**config.mk**
```make
export PLATFORM = sky130hd
export DESIGN_NAME = de_uop_player
export DESIGN_NICKNAME = d
export VERILOG_FILES = /design/src/rtl/de_pkg.sv /design/src/rtl/de_uop_table.sv /design/src/rtl/de_uop_player.sv
export SDC_FILE = /design/constraint.sdc
export NUM_CORES = 1
export LEC_CHECK = 0
export CORE_MARGIN = 8
export CORE_UTILIZATION = 30
export DETAILED_ROUTE_END_ITERATION = 8
export PLACE_DENSITY = 0.59
export SYNTH_ARGS = -nofsm -noshare
export SYNTH_HDL_FRONTEND = slang
export SYNTH_HIERARCHICAL = 1
export SYNTH_SLANG_ARGS = --single-unit
```
**constraint.sdc**
```tcl
create_clock -name clk -period 17.4 [get_ports clk]
set_input_delay 2.61 -clock clk [delete_from_list [all_inputs] [get_ports clk]]
set_output_delay 2.61 -clock clk [all_outputs]
set_load 0.005 [all_outputs]
```
**src/rtl/de_pkg.sv**
```systemverilog
// Shared definitions for the scripted decode stage: decoded micro-op bundle
// layout, playback state encoding and the all-zero bubble.
package de_pkg;

  localparam int UOP_W = 210;

  // Bundle fields listed LSB upward; the MSB is re.
  localparam int RM_OFF      = 0;
  localparam int RO_OFF      = 1;
  localparam int JMP_OFF     = 2;
  localparam int JMP_W       = 3;
  localparam int MODRM_OFF   = 5;
  localparam int MODRM_W     = 8;
  localparam int PTR_OFF     = 13;
  localparam int PTR_W       = 16;
  localparam int SREG_OFF    = 29;
  localparam int SREG_W      = 16;
  localparam int FLAG_LD_OFF = 45;
  localparam int FLAGS_OFF   = 77;
  localparam int DISP_OFF    = 109;
  localparam int SVAL_OFF    = 141;
  localparam int DVAL_OFF    = 173;
  localparam int WORD_W      = 32;
  localparam int ALUSEL_OFF  = 205;
  localparam int ALUSEL_W    = 2;
  localparam int RMSEL_OFF   = 207;
  localparam int WE_OFF      = 208;
  localparam int RE_OFF      = 209;

  typedef enum logic [1:0] {
    ST_IDLE = 2'd0,
    ST_PLAY = 2'd1,
    ST_DONE = 2'd2
  } state_t;

  localparam logic [UOP_W-1:0] UOP_BUBBLE = '0;

endpackage

```
**src/rtl/de_uop_table.sv**
```systemverilog
// Micro-op program table: one synchronous write port, one asynchronous read
// port, no reset so contents survive a stage reset.
module de_uop_table
  import de_pkg::*;
#(
  parameter int DEPTH = 4,
  parameter int IDX_W = 2
) (
  input  logic             clk,
  input  logic             we,
  input  logic [IDX_W-1:0] waddr,
  input  logic [UOP_W-1:0] wdata,
  input  logic [IDX_W-1:0] raddr,
  output logic [UOP_W-1:0] rdata
);

  logic [UOP_W-1:0] mem_r [DEPTH];

  // Write port
  always_ff @(posedge clk) begin
    if (we) begin
      mem_r[waddr] <= wdata;
    end
  end

  assign rdata = mem_r[raddr];

endmodule

```
**src/rtl/de_uop_player.sv**
```systemverilog
// Scripted decode stage: plays programmed micro-op bundles into AG under the
// ld_ag/ag_vin handshake, in one-shot or looping mode, counting accepts.
module de_uop_player
  import de_pkg::*;
#(
  parameter int DEPTH = 4,
  parameter int LOOP  = 0,
  parameter int CNT_W = 16,
  localparam int IDX_W = $clog2(DEPTH)
) (
  input  logic             clk,
  input  logic             rst,
  input  logic             prog_we,
  input  logic [IDX_W-1:0] prog_addr,
  input  logic [UOP_W-1:0] prog_uop,
  input  logic             start,
  input  logic [IDX_W:0]   length,
  input  logic             reg_dep,
  input  logic             mem_dep,
  input  logic             mr_stall,
  input  logic             mw_stall,
  output logic             de_v,
  output logic             ld_ag,
  output logic             ag_vin,
  output logic             de_re,
  output logic             de_we,
  output logic             de_rmsel,
  output logic             ro_needed,
  output logic             rm_needed,
  output logic [1:0]       de_alusel,
  output logic [2:0]       de_jmp,
  output logic [7:0]       de_modrm,
  output logic [15:0]      de_sreg,
  output logic [15:0]      de_ptr,
  output logic [31:0]      de_dval,
  output logic [31:0]      de_sval,
  output logic [31:0]      de_disp,
  output logic [31:0]      de_flags,
  output logic [31:0]      de_flag_ld,
  output logic             busy,
  output logic             done,
  output logic [CNT_W-1:0] issued_cnt
);

  localparam logic [IDX_W:0] DEPTH_L = (IDX_W+1)'(DEPTH);

  state_t           state_r, state_n;
  logic [IDX_W-1:0] ptr_r, ptr_n;
  logic [IDX_W:0]   len_r, len_n;
  logic [UOP_W-1:0] uop_r, uop_n;
  logic             de_v_r, de_v_n;
  logic [CNT_W-1:0] cnt_r, cnt_n;

  logic             tbl_we_s, accept_s, last_s;
  logic [IDX_W:0]   len_clamp_s;
  logic [IDX_W-1:0] rd_addr_s;
  logic [UOP_W-1:0] tbl_rd_s, rd_uop_s;

  assign tbl_we_s    = prog_we & (state_r != ST_PLAY);
  assign ld_ag       = ~(mem_dep | mr_stall | mw_stall);
  assign ag_vin      = de_v_r & ~reg_dep;
  assign accept_s    = ld_ag & ag_vin;
  assign len_clamp_s = (length > DEPTH_L) ? DEPTH_L : length;
  assign last_s      = ({1'b0, ptr_r} == (len_r - (IDX_W+1)'(1)));

  de_uop_table #(.DEPTH(DEPTH), .IDX_W(IDX_W)) u_table (
    .clk   (clk),
    .we    (tbl_we_s),
    .waddr (prog_addr),
    .wdata (prog_uop),
    .raddr (rd_addr_s),
    .rdata (tbl_rd_s)
  );

  // Index of the bundle loaded on the next accept or start
  always_comb begin
    rd_addr_s = '0;
    if ((state_r == ST_PLAY) && !last_s) begin
      rd_addr_s = ptr_r + IDX_W'(1);
    end else begin
      rd_addr_s = '0;
    end
  end

  // A same-cycle write forwards so start sees freshly written entry 0
  assign rd_uop_s = (tbl_we_s && (prog_addr == rd_addr_s)) ? prog_uop : tbl_rd_s;

  // Playback next-state and next output bundle
  always_comb begin
    state_n = state_r;
    ptr_n   = ptr_r;
    len_n   = len_r;
    uop_n   = uop_r;
    de_v_n  = de_v_r;
    cnt_n   = cnt_r;
    case (state_r)
      ST_IDLE, ST_DONE: begin
        if (start) begin
          len_n = len_clamp_s;
          cnt_n = '0;
          ptr_n = '0;
          if (len_clamp_s != '0) begin
            state_n = ST_PLAY;
            uop_n   = rd_uop_s;
            de_v_n  = 1'b1;
          end else begin
            state_n = ST_DONE;
            uop_n   = UOP_BUBBLE;
            de_v_n  = 1'b0;
          end
        end else begin
          state_n = state_r;
        end
      end
      ST_PLAY: begin
        if (accept_s) begin
          cnt_n = cnt_r + CNT_W'(1);
          if (!last_s) begin
            ptr_n = ptr_r + IDX_W'(1);
            uop_n = rd_uop_s;
          end else if (LOOP != 0) begin
            ptr_n = '0;
            uop_n = rd_uop_s;
          end else begin
            state_n = ST_DONE;
            ptr_n   = '0;
            uop_n   = UOP_BUBBLE;
            de_v_n  = 1'b0;
          end
        end else begin
          state_n = state_r;
        end
      end
      default: begin
        state_n = ST_IDLE;
        ptr_n   = '0;
        uop_n   = UOP_BUBBLE;
        de_v_n  = 1'b0;
      end
    endcase
  end

  // Playback state and registered output bundle
  always_ff @(posedge clk or posedge rst) begin
    if (rst) begin
      state_r <= ST_IDLE;
      ptr_r   <= '0;
      len_r   <= '0;
      uop_r   <= UOP_BUBBLE;
      de_v_r  <= 1'b0;
      cnt_r   <= '0;
    end else begin
      state_r <= state_n;
      ptr_r   <= ptr_n;
      len_r   <= len_n;
      uop_r   <= uop_n;
      de_v_r  <= de_v_n;
      cnt_r   <= cnt_n;
    end
  end

  assign de_v       = de_v_r;
  assign busy       = (state_r == ST_PLAY);
  assign done       = (state_r == ST_DONE);
  assign issued_cnt = cnt_r;
  assign de_re      = uop_r[RE_OFF];
  assign de_we      = uop_r[WE_OFF];
  assign de_rmsel   = uop_r[RMSEL_OFF];
  assign ro_needed  = uop_r[RO_OFF];
  assign rm_needed  = uop_r[RM_OFF];
  assign de_alusel  = uop_r[ALUSEL_OFF +: ALUSEL_W];
  assign de_jmp     = uop_r[JMP_OFF +: JMP_W];
  assign de_modrm   = uop_r[MODRM_OFF +: MODRM_W];
  assign de_sreg    = uop_r[SREG_OFF +: SREG_W];
  assign de_ptr     = uop_r[PTR_OFF +: PTR_W];
  assign de_dval    = uop_r[DVAL_OFF +: WORD_W];
  assign de_sval    = uop_r[SVAL_OFF +: WORD_W];
  assign de_disp    = uop_r[DISP_OFF +: WORD_W];
  assign de_flags   = uop_r[FLAGS_OFF +: WORD_W];
  assign de_flag_ld = uop_r[FLAG_LD_OFF +: WORD_W];

endmodule

```
# Yosys cells after proc, flatten, opt, wreduce, memory -nomap -nowiden
# Memory sizes are Yosys's and may differ from the RTL's.
# Cells that the tools add are included.
# word_totals
output_inout_bits	231
memories	1
mem_bits_rw	840
in_bits	223
ff_bits	234
# mem_list
name	words	width	read_ports	rd_ports_with_merged_regs	write_ports	line	source
u_table.mem_r	4	210	1	0	1	de_uop_table.sv:17	logic [UOP_W-1:0] mem_r [DEPTH];
# classes
n_bitwise	7
reduce_logical	11
addsub	3
magnitude_cmp	1
n_eq_ne	8
n_mux	27
# ops
operator	n
$mux W210	5
$pmux W210 S2	1
$mux W16	2
$pmux W16 S2	1
$add A16 B1 Y16 const B	1
$mux W2	8
$pmux W2 S2	2
$mux W1	6
$ne A2 B1 Y1 const B	3
$reduce_and A3 Y1	2
$reduce_and A2 Y1	2
$and A1 B1 Y1	3
$eq A2 B3 Y1	1
$gt A3 B3 Y1 const B	1
$mux W3	1
$reduce_bool A3 Y1	1
$sub A3 B1 Y3 const B	1
$add A2 B1 Y2 const B	1
$eq A2 B1 Y1 const B	1
$eq A2 B2 Y1	1
$eq A2 B2 Y1 const B	1
$logic_and A1 B1 Y1	2
$logic_not A2 Y1	1
$ne A2 B2 Y1 const B	1
other kinds (6)	8

# Depth between registers and ports, before layout
# Gate-level depths: netlist (run 1).
# logic_depth
depth_word	11
ltp_mapped	11
ltp_nobuf	9

# Modules after synthesis
# Netlist (run 1), hierarchy kept.
# by_module_without_submodules
mod	n_inst	cells_per_inst	area_each_um2	seq_area_each_um2
de_uop_table	1	1101	30555.6	25224.2
de_uop_player	1	850	11074.4	5855.6

# Worst setup path before layout (run 1)
# OpenSTA, ideal clock, no wires.
# synth_timing
path_kind	input-to-reg
from	input port prog_addr[1]
to	memory u_table.mem_r[0][0] (enable)
stages	1
arrival_ns	17.802
t_required_ns	16.315
path_slack_ns	-1.487
setup_ns	1.085
cell_sequence	nor3b_1
# synth_rtl
element	line	source
start, declared	de_uop_player.sv:14	input logic [IDX_W-1:0] prog_addr,
end, declared	de_uop_table.sv:17	
# No word-level cell before the write port.

# Final worst setup path (run 1)
# layout_timing
from	input port mr_stall
to	output port ld_ag
# layout_between
elab_chain_cells	3
# layout_lines
element	line	source
start, declared	de_uop_player.sv:20	input logic mr_stall,
$or A1 B1 Y1 (2 in a row)	de_uop_player.sv:60	assign ld_ag = ~(mem_dep | mr_stall | mw_stall);
$not A1 Y1	de_uop_player.sv:60	
end, declared	de_uop_player.sv:23	output logic ld_ag,
# Every way passes these cells.

==> summary.txt, run 1 <==
Tmin final: 6.67 ns
Switching power: 2.54 mW
Register share of total power: 37.9%
CTS max path bufs: 3
Antenna violations before repair: 25
Post-synthesis sequential area ratio: 74.7%
Setup_tns: 0 ns
Final ANT Viol Nets: 0
Post_cts resized: 0
Hold Slack: 0.487 ns
CTS tree: done
Status: completed
Clock Latency Late Sink: 0.71 ns
Unrepaired setup endpoints after global routing: no
Internal cell power: 5.93 mW
Site row count: 136
GRT Total Usage: 13.6%
Synthesized instance count: 1,951
DRT iter0 DRCs: 1,310
Area grow syn2layout: 23.7%
Worst rel slew slack: 10.5%
Yosys reg bits: 1,074
Nets: 2,659
CP max FO: 9
Fillcell total: 12,430
RePlAce Congestion: 0.769
Fmax: 0.150 GHz
First-pass GRT wire length: 157 mm
Clock share of power: 28.3%
WL final: 105 mm
Netlist cell types: 47
Final hold vios: 0
Post CTS Setup Buffer Count: 0
CP arrival: 4.06 ns
DIE AREA: 151,000 sq um
Synthesized Nets: 2,176
Req. time, crit path: 14.79 ns
Placed Instances: 4,112
Drt wl/cell: 24.2 um
# port buffers: 453
Core footprint: 138,000 sq um
HPWL Detailed: 60.8 mm
Number of iterations in the first detailed-routing pass: 5
Grt ovf: 0
Peak VDD IR: 0.215 mV
Met3 usage: 3.70%
Switch share: 30.0%
Tightest Hold Check Type: reg2reg
Worst-Margin Slew: 1.34 ns
Mapped Avg Cell Area: 21.3 sq um
Skew final: 0.0220 ns
Crit path capture type: output port
Number of CTS-inserted buffers: 114
Reg area: 31,100 sq um
Cts-stage hold buffer count: 0
Top Usage Layer GRT: met2
Fin. max-slew vios: 0
Lkg Pwr: 18.4 nW
Startpoint Class: primary input
H-tree depth: 3
Number of clock sinks: 1,074
Critical path class: in2out
DIE WIDTH: 389 um
Vias in the first global route: 23,800
Comb pwr share: 33.8%
Number of synthesis warnings: 6
Clock Root Buffer: clkbuf_16
Post-Syn Area: 41,600 sq um
Ports: 454
Total number of vias: 21,463
Clock-pin slew on the worst setup and hold paths: 0.06 ns
Area of the multi-input gates: 9520 sq um
Global-route track usage on met2: 22.6%
Initial Utilization: 30.2%
Fin crit share: 38.3%
Final Instance Count excl. Fillers: 4,344
Die Ht: 389 um
Met1 usage: 17.4%
Setup violations, final: 0
PD cells: 164 nW/um^2
Largest net degree at the start of global routing: 109
DR vias/cell: 4.94
Layout cells sized above 1: 17.2%
DRC Markers: 0
Max_cap viols: 0
cell type report:
class / count / share of cell area (%)
multi-input combinational: 746 / 18.5
clock inverter: 61 / 1.14
tap: 1794 / 4.36
sequential: 1074 / 60.4
timing repair buffer: 490 / 9.37
antenna: 14 / 0.0680
clock buffer: 157 / 6.13
inverter: 8 / 0.0826
Yosys cell counts, drive strengths merged:
cell     count  area, sq um
edfxtp     840        25200
dfrtp      234         5860
mux2i      214         2140
o2bb2ai    211         1850
mux4       210         4730
buf        115         1040
nand2       17         63.8
nand3       10         50.1
a21oi        9         52.6
clkbuf       8         31.3
o31ai        8         60.1
inv          7         26.3
nor2         7         26.3
nand2b       6         37.5
o21ai        6         30.0
or4          6         45.0
xor2         5         43.8
nand4        4         25.0
nor2b        3         18.8
xnor2        3         26.3
and2         2         12.5
and3         2         12.5
and3b        2         17.5
and4         2         17.5
ha           2         25.0
nand3b       2         15.0
nor3b        2         15.0
or3          2         17.5
a21o         1         7.51
a311oi       1         8.76
a31oi        1         6.26
and4bb       1         12.5
clkinv       1         8.76
nand4bb      1         11.3
nor3         1         5.00
nor4         1         6.26
nor4b        1         8.76
o32ai        1         8.76
o41ai        1         27.5
or2          1         6.26
cells by family after synthesis:
family / after synthesis / share of synthesized area (%)
AO/OA/AOI/OAI: 239 / 4.92
XOR/XNOR: 8 / 0.168
adder cells (fa/ha/maj): 2 / 0.0601
buffers and inverters: 131 / 2.67
flip-flops: 1074 / 74.7
multiplexers: 424 / 16.5
AND/OR/NAND/NOR: 73 / 1.02
metal layers:
layer / wire [um] / vias up
li1: - / 9110
met1: 43800 / 11522
met2: 51400 / 644
met3: 7130 / 165
met4: 2640 / 22
met5: 142 / -
flip-flops by register name, indices dropped and copies added (netlist names):
signal / count
uop_r: 210
u_table/mem_r: 840
state_r: 2
issued_cnt: 16
len_r: 3
de_v: 1
ptr_r: 2
worst max-delay path, stage by stage:
cell	delay [ns]
clkdlybuf4s50_1	0.41
or3_4	0.42
clkinv_4	0.10
clkdlybuf4s50_1	0.52
cell usage in the layout, fill, tap and decap left out, types with 8 or more instances in the layout:
cell type        synthesis  routed
buf_4                    1      36
clkbuf_1                 7      29
clkbuf_16                0     114
clkbuf_8                 0      14
clkdlybuf4s50_1          0     453
clkinv_1                 0      15
clkinv_2                 0      20
dfrtp_1                234     234
diode_2                  0      14
edfxtp_1               840     840
mux2i_1                214     214
mux4_2                 210     210
nand2_1                 17      17
nand3_1                 10       9
o2bb2ai_1              211     210
o31ai_1                  8       8
metrics by stage:
stage / worst slack [ns] / utilization, % / power (mW) / cell area [sq um]
final: 10.73 / 37.4 / 8.47 / 51500
after floorplan: 5.94 / - / 5.42 / 41600
after global routing: 10.71 / 37.4 / 8.92 / 51500
after detailed placement: 10.73 / 34.7 / 6.20 / 47700
after CTS: 10.73 / 37.4 / 8.64 / 51500
after global placement: 10.71 / 34.7 / 6.15 / 47700
final timing paths:
check | cells past startpoint | start | endpoint | slack [ns]
min reg2reg | 1 | uop_r[44]$_DFFE_PP0P_ | uop_r[44]$_DFFE_PP0P_ | 0.49
max | 4 | mr_stall | ld_ag | 10.73
max in group asynchronous | 4 | rst | uop_r[204]$_DFFE_PP0P_ | 12.90
min | 1 | uop_r[44]$_DFFE_PP0P_ | uop_r[44]$_DFFE_PP0P_ | 0.49
min in group asynchronous | 2 | rst | uop_r[45]$_DFFE_PP0P_ | 2.34
max reg2reg | 10 | len_r[0]$_DFFE_PP0P_ | uop_r[128]$_DFFE_PP0P_ | 12.80
power groups by stage:
stage,sequential [mW],clock (mW),combinational [mW]
3_5_place_dp,3.25,0,2.95
4_1_cts,3.21,2.48,2.96
3_3_place_gp,3.25,0,2.90
5_1_grt,3.23,2.57,3.12
6_report,3.21,2.40,2.86
2_1_floorplan,3.23,0,2.18
Power figures use the tool's default switching activity.
==> run 2: changes to the inputs <==
Settings changed: PLACE_DENSITY 0.59 to 0.58.
Clock period 17.4 ns to 6.19 ns, I/O delays scaled along.
==> run 2 against run 1 <==
  * Register-to-register slack worse by 10 ns
  * Sequential share of layout area is 0.23 points lower
  * Die area stayed put
  * Worst hold slack worse by 0.0015 ns
  * Non-clock buffer count is 4 higher
  * Critical path type is now reg2reg
==> summary.txt, run 2 (synthesis results as in run 1) <==
Clock-pin slew on the worst setup and hold paths: 0.06 ns (about the same)
Cts-stage hold buffer count: 0 (unchanged)
Die Ht: 389 um (unchanged)
CP max FO: 55 (+46)
Met1 Wirelength: 44.1 mm (+0.65%)
Slowest cell on crit path: a311oi_4
RePlAce Congestion: 0.759 (-1.3%)
HPWL Detailed: 59.9 mm (-1.5%)
Critical path class: reg2reg
Crit-path max cell delay: 0.70 ns (+0.18 ns)
DRC Markers: 0 (unchanged)
Met3 wire length: 8.56 mm (+20%)
Most Frequent Cell on Critical Path: buf_12
PD cells: 462 nW/um^2 (+180%)
Core footprint: 138,000 sq um (unchanged)
Req. time, crit path: 6.75 ns (-8.04 ns)
DR vias/cell: 4.92 (-0.44%)
Most common cell after layout, fill and taps aside: edfxtp_1
Clock Root Buffer: clkbuf_16
Number of iterations in the first detailed-routing pass: 5 (unchanged)
Setup_tns: 0 ns (unchanged)
Startpoint Class: flip-flop
CTS max path bufs: 3 (unchanged)
Largest Register: u_table/mem_r
Drt wl/cell: 23.9 um (-0.99%)
WL final: 104 mm (-0.83%)
Max_cap viols: 0 (unchanged)
H-tree depth: 3 (unchanged)
CTS tree: done
Status: completed
Post-layout util: 37.5% (+0.14 points)
Critical path, cell by cell: nand2b_1 -> a311oi_4 -> buf_12 -> buf_12 -> mux4_2 -> mux2i_1 -> o2bb2ai_1
WL met2: 49.2 mm (-4.3%)
Worst rel slew slack: 28.7% (+18 points)
Clock Latency Late Sink: 0.71 ns (about the same)
Number of clock sinks: 1,074 (unchanged)
Final hold vios: 0 (unchanged)
Unrepaired setup endpoints after global routing: no
Nets: 2,662 (+0.11%)
Area grow syn2layout: 24.2%
Largest net degree at the start of global routing: 111 (+1.8%)
CP top delay family: compound AO/OA/AOI/OAI gates
Total number of vias: 21,404 (-0.27%)
Ports: 454 (unchanged)
Post_cts resized: 0 (unchanged)
DIE WIDTH: 389 um (unchanged)
Fin crit share: 56.1%
Layout cells sized above 1: 17.3% (+0.026 points)
Lkg Pwr: 18.5 nW (+0.33%)
Skew final: 0.0134 ns (-0.00861 ns)
Antenna violations before repair: 36 (+44%)
Number of CTS-inserted buffers: 113 (-0.88%)
First-pass GRT wire length: 157 mm (-0.15%)
Top layer reached by signal wires: met5
Initial Utilization: 30.2% (unchanged)
Tmin final: 3.47 ns
DIE AREA: 151,000 sq um (unchanged)
Tightest Hold Check Type: reg2reg
Fin. max-slew vios: 0 (unchanged)
Flip-flop count of the largest register after layout: 840 (unchanged)
Peak VDD IR: 0.552 mV (+160%)
Site row count: 136 (unchanged)
Post CTS Setup Buffer Count: 0 (unchanged)
Pwr Total: 23.9 mW (+180%)
GRT Total Usage: 13.6% (about the same)
Vias in the first global route: 23,639 (-0.68%)
Worst-Margin Slew: 1.07 ns (-0.270 ns)
Pre-CTS setup slack: 2.26 ns (-8.47 ns)
Setup violations, final: 0 (unchanged)
Grt ovf: 0 (unchanged)
Post-route setup slack: 2.72 ns (-8.01 ns)
DRT iter0 DRCs: 1,309 (-0.076%)
CP bufs+invs: 2 (-1)
Most frequent cells in the layout: 840 x edfxtp_1, 453 x clkdlybuf4s50_1, 234 x dfrtp_1, 214 x mux2i_1
Crit path capture type: flip-flop
# port buffers: 453 (unchanged)
Fmax: 0.288 GHz
CP arrival: 4.04 ns (-0.02 ns)
Final ANT Viol Nets: 0 (unchanged)
## run 2: cell count changes in the layout (fill, tap and decap cells not counted), sizes merged
cell      change
buf           +4
diode         +5
inv           -5
clkinvlp      +2
bufinv        +1
clkinv        +7
clkbuf        -7
## run 2: power by group
part           switching [mW]  total, mW  internal (mW)
registers               0.423       8.99           8.57
logic                    3.91       8.26           4.35
clock network            2.79       6.63           3.84
total                    7.12       23.9           16.8
## run 2: through the flow
stage / instance area (sq um) / instances / hold slack (ns)
2_1_floorplan: 41700 / 1951 / 0.467
3_3_place_gp: 48000 / 4116 / 0.470
3_5_place_dp: 48000 / 4116 / 0.473
4_1_cts: 51600 / 4332 / 0.490
5_1_grt: 51700 / 4340 / 0.496
6_report: 51700 / 4351 / 0.485
## run 2: routing by layer
metal	vias to the layer above	GRT usage (%)
met3	169	5.13
met5	-	0
met1	11462	17.3
met4	30	3.58
li1	9131	-
met2	612	22.0
## run 2: area by class of cell
| type | count | area (sq um) |
|---|---|---|
| antenna | 19 | 47.5 |
| clock buffer | 150 | 3080 |
| clock inverter | 66 | 579 |
| fill | 12410 | 86000 |
| inverter | 8 | 38.8 |
| multi-input combinational | 746 | 9530 |
| sequential | 1074 | 31100 |
| tap | 1794 | 2240 |
| timing repair buffer | 494 | 5090 |
## run 2: final timing paths
path                                         from  slack (ns)  cells past startpoint                      to
max                        state_r[0]$_DFFE_PP0P_        2.72                      7   uop_r[91]$_DFFE_PP0P_
min                        uop_r[107]$_DFFE_PP0P_        0.49                      1  uop_r[107]$_DFFE_PP0P_
max reg2reg                state_r[0]$_DFFE_PP0P_        2.72                      7   uop_r[91]$_DFFE_PP0P_
min reg2reg                uop_r[107]$_DFFE_PP0P_        0.49                      1  uop_r[107]$_DFFE_PP0P_
max in group asynchronous                     rst        4.31                      4  uop_r[158]$_DFFE_PP0P_
min in group asynchronous                     rst        0.66                      3   uop_r[87]$_DFFE_PP0P_
## run 2: worst register-to-register path, stage by stage, from the launching register on
cell,delay (ns)
dfrtp_1,0.50
nand2b_1,0.43
a311oi_4,0.70
buf_12,0.31
buf_12,0.37
mux4_2,0.78
mux2i_1,0.17
o2bb2ai_1,0.08
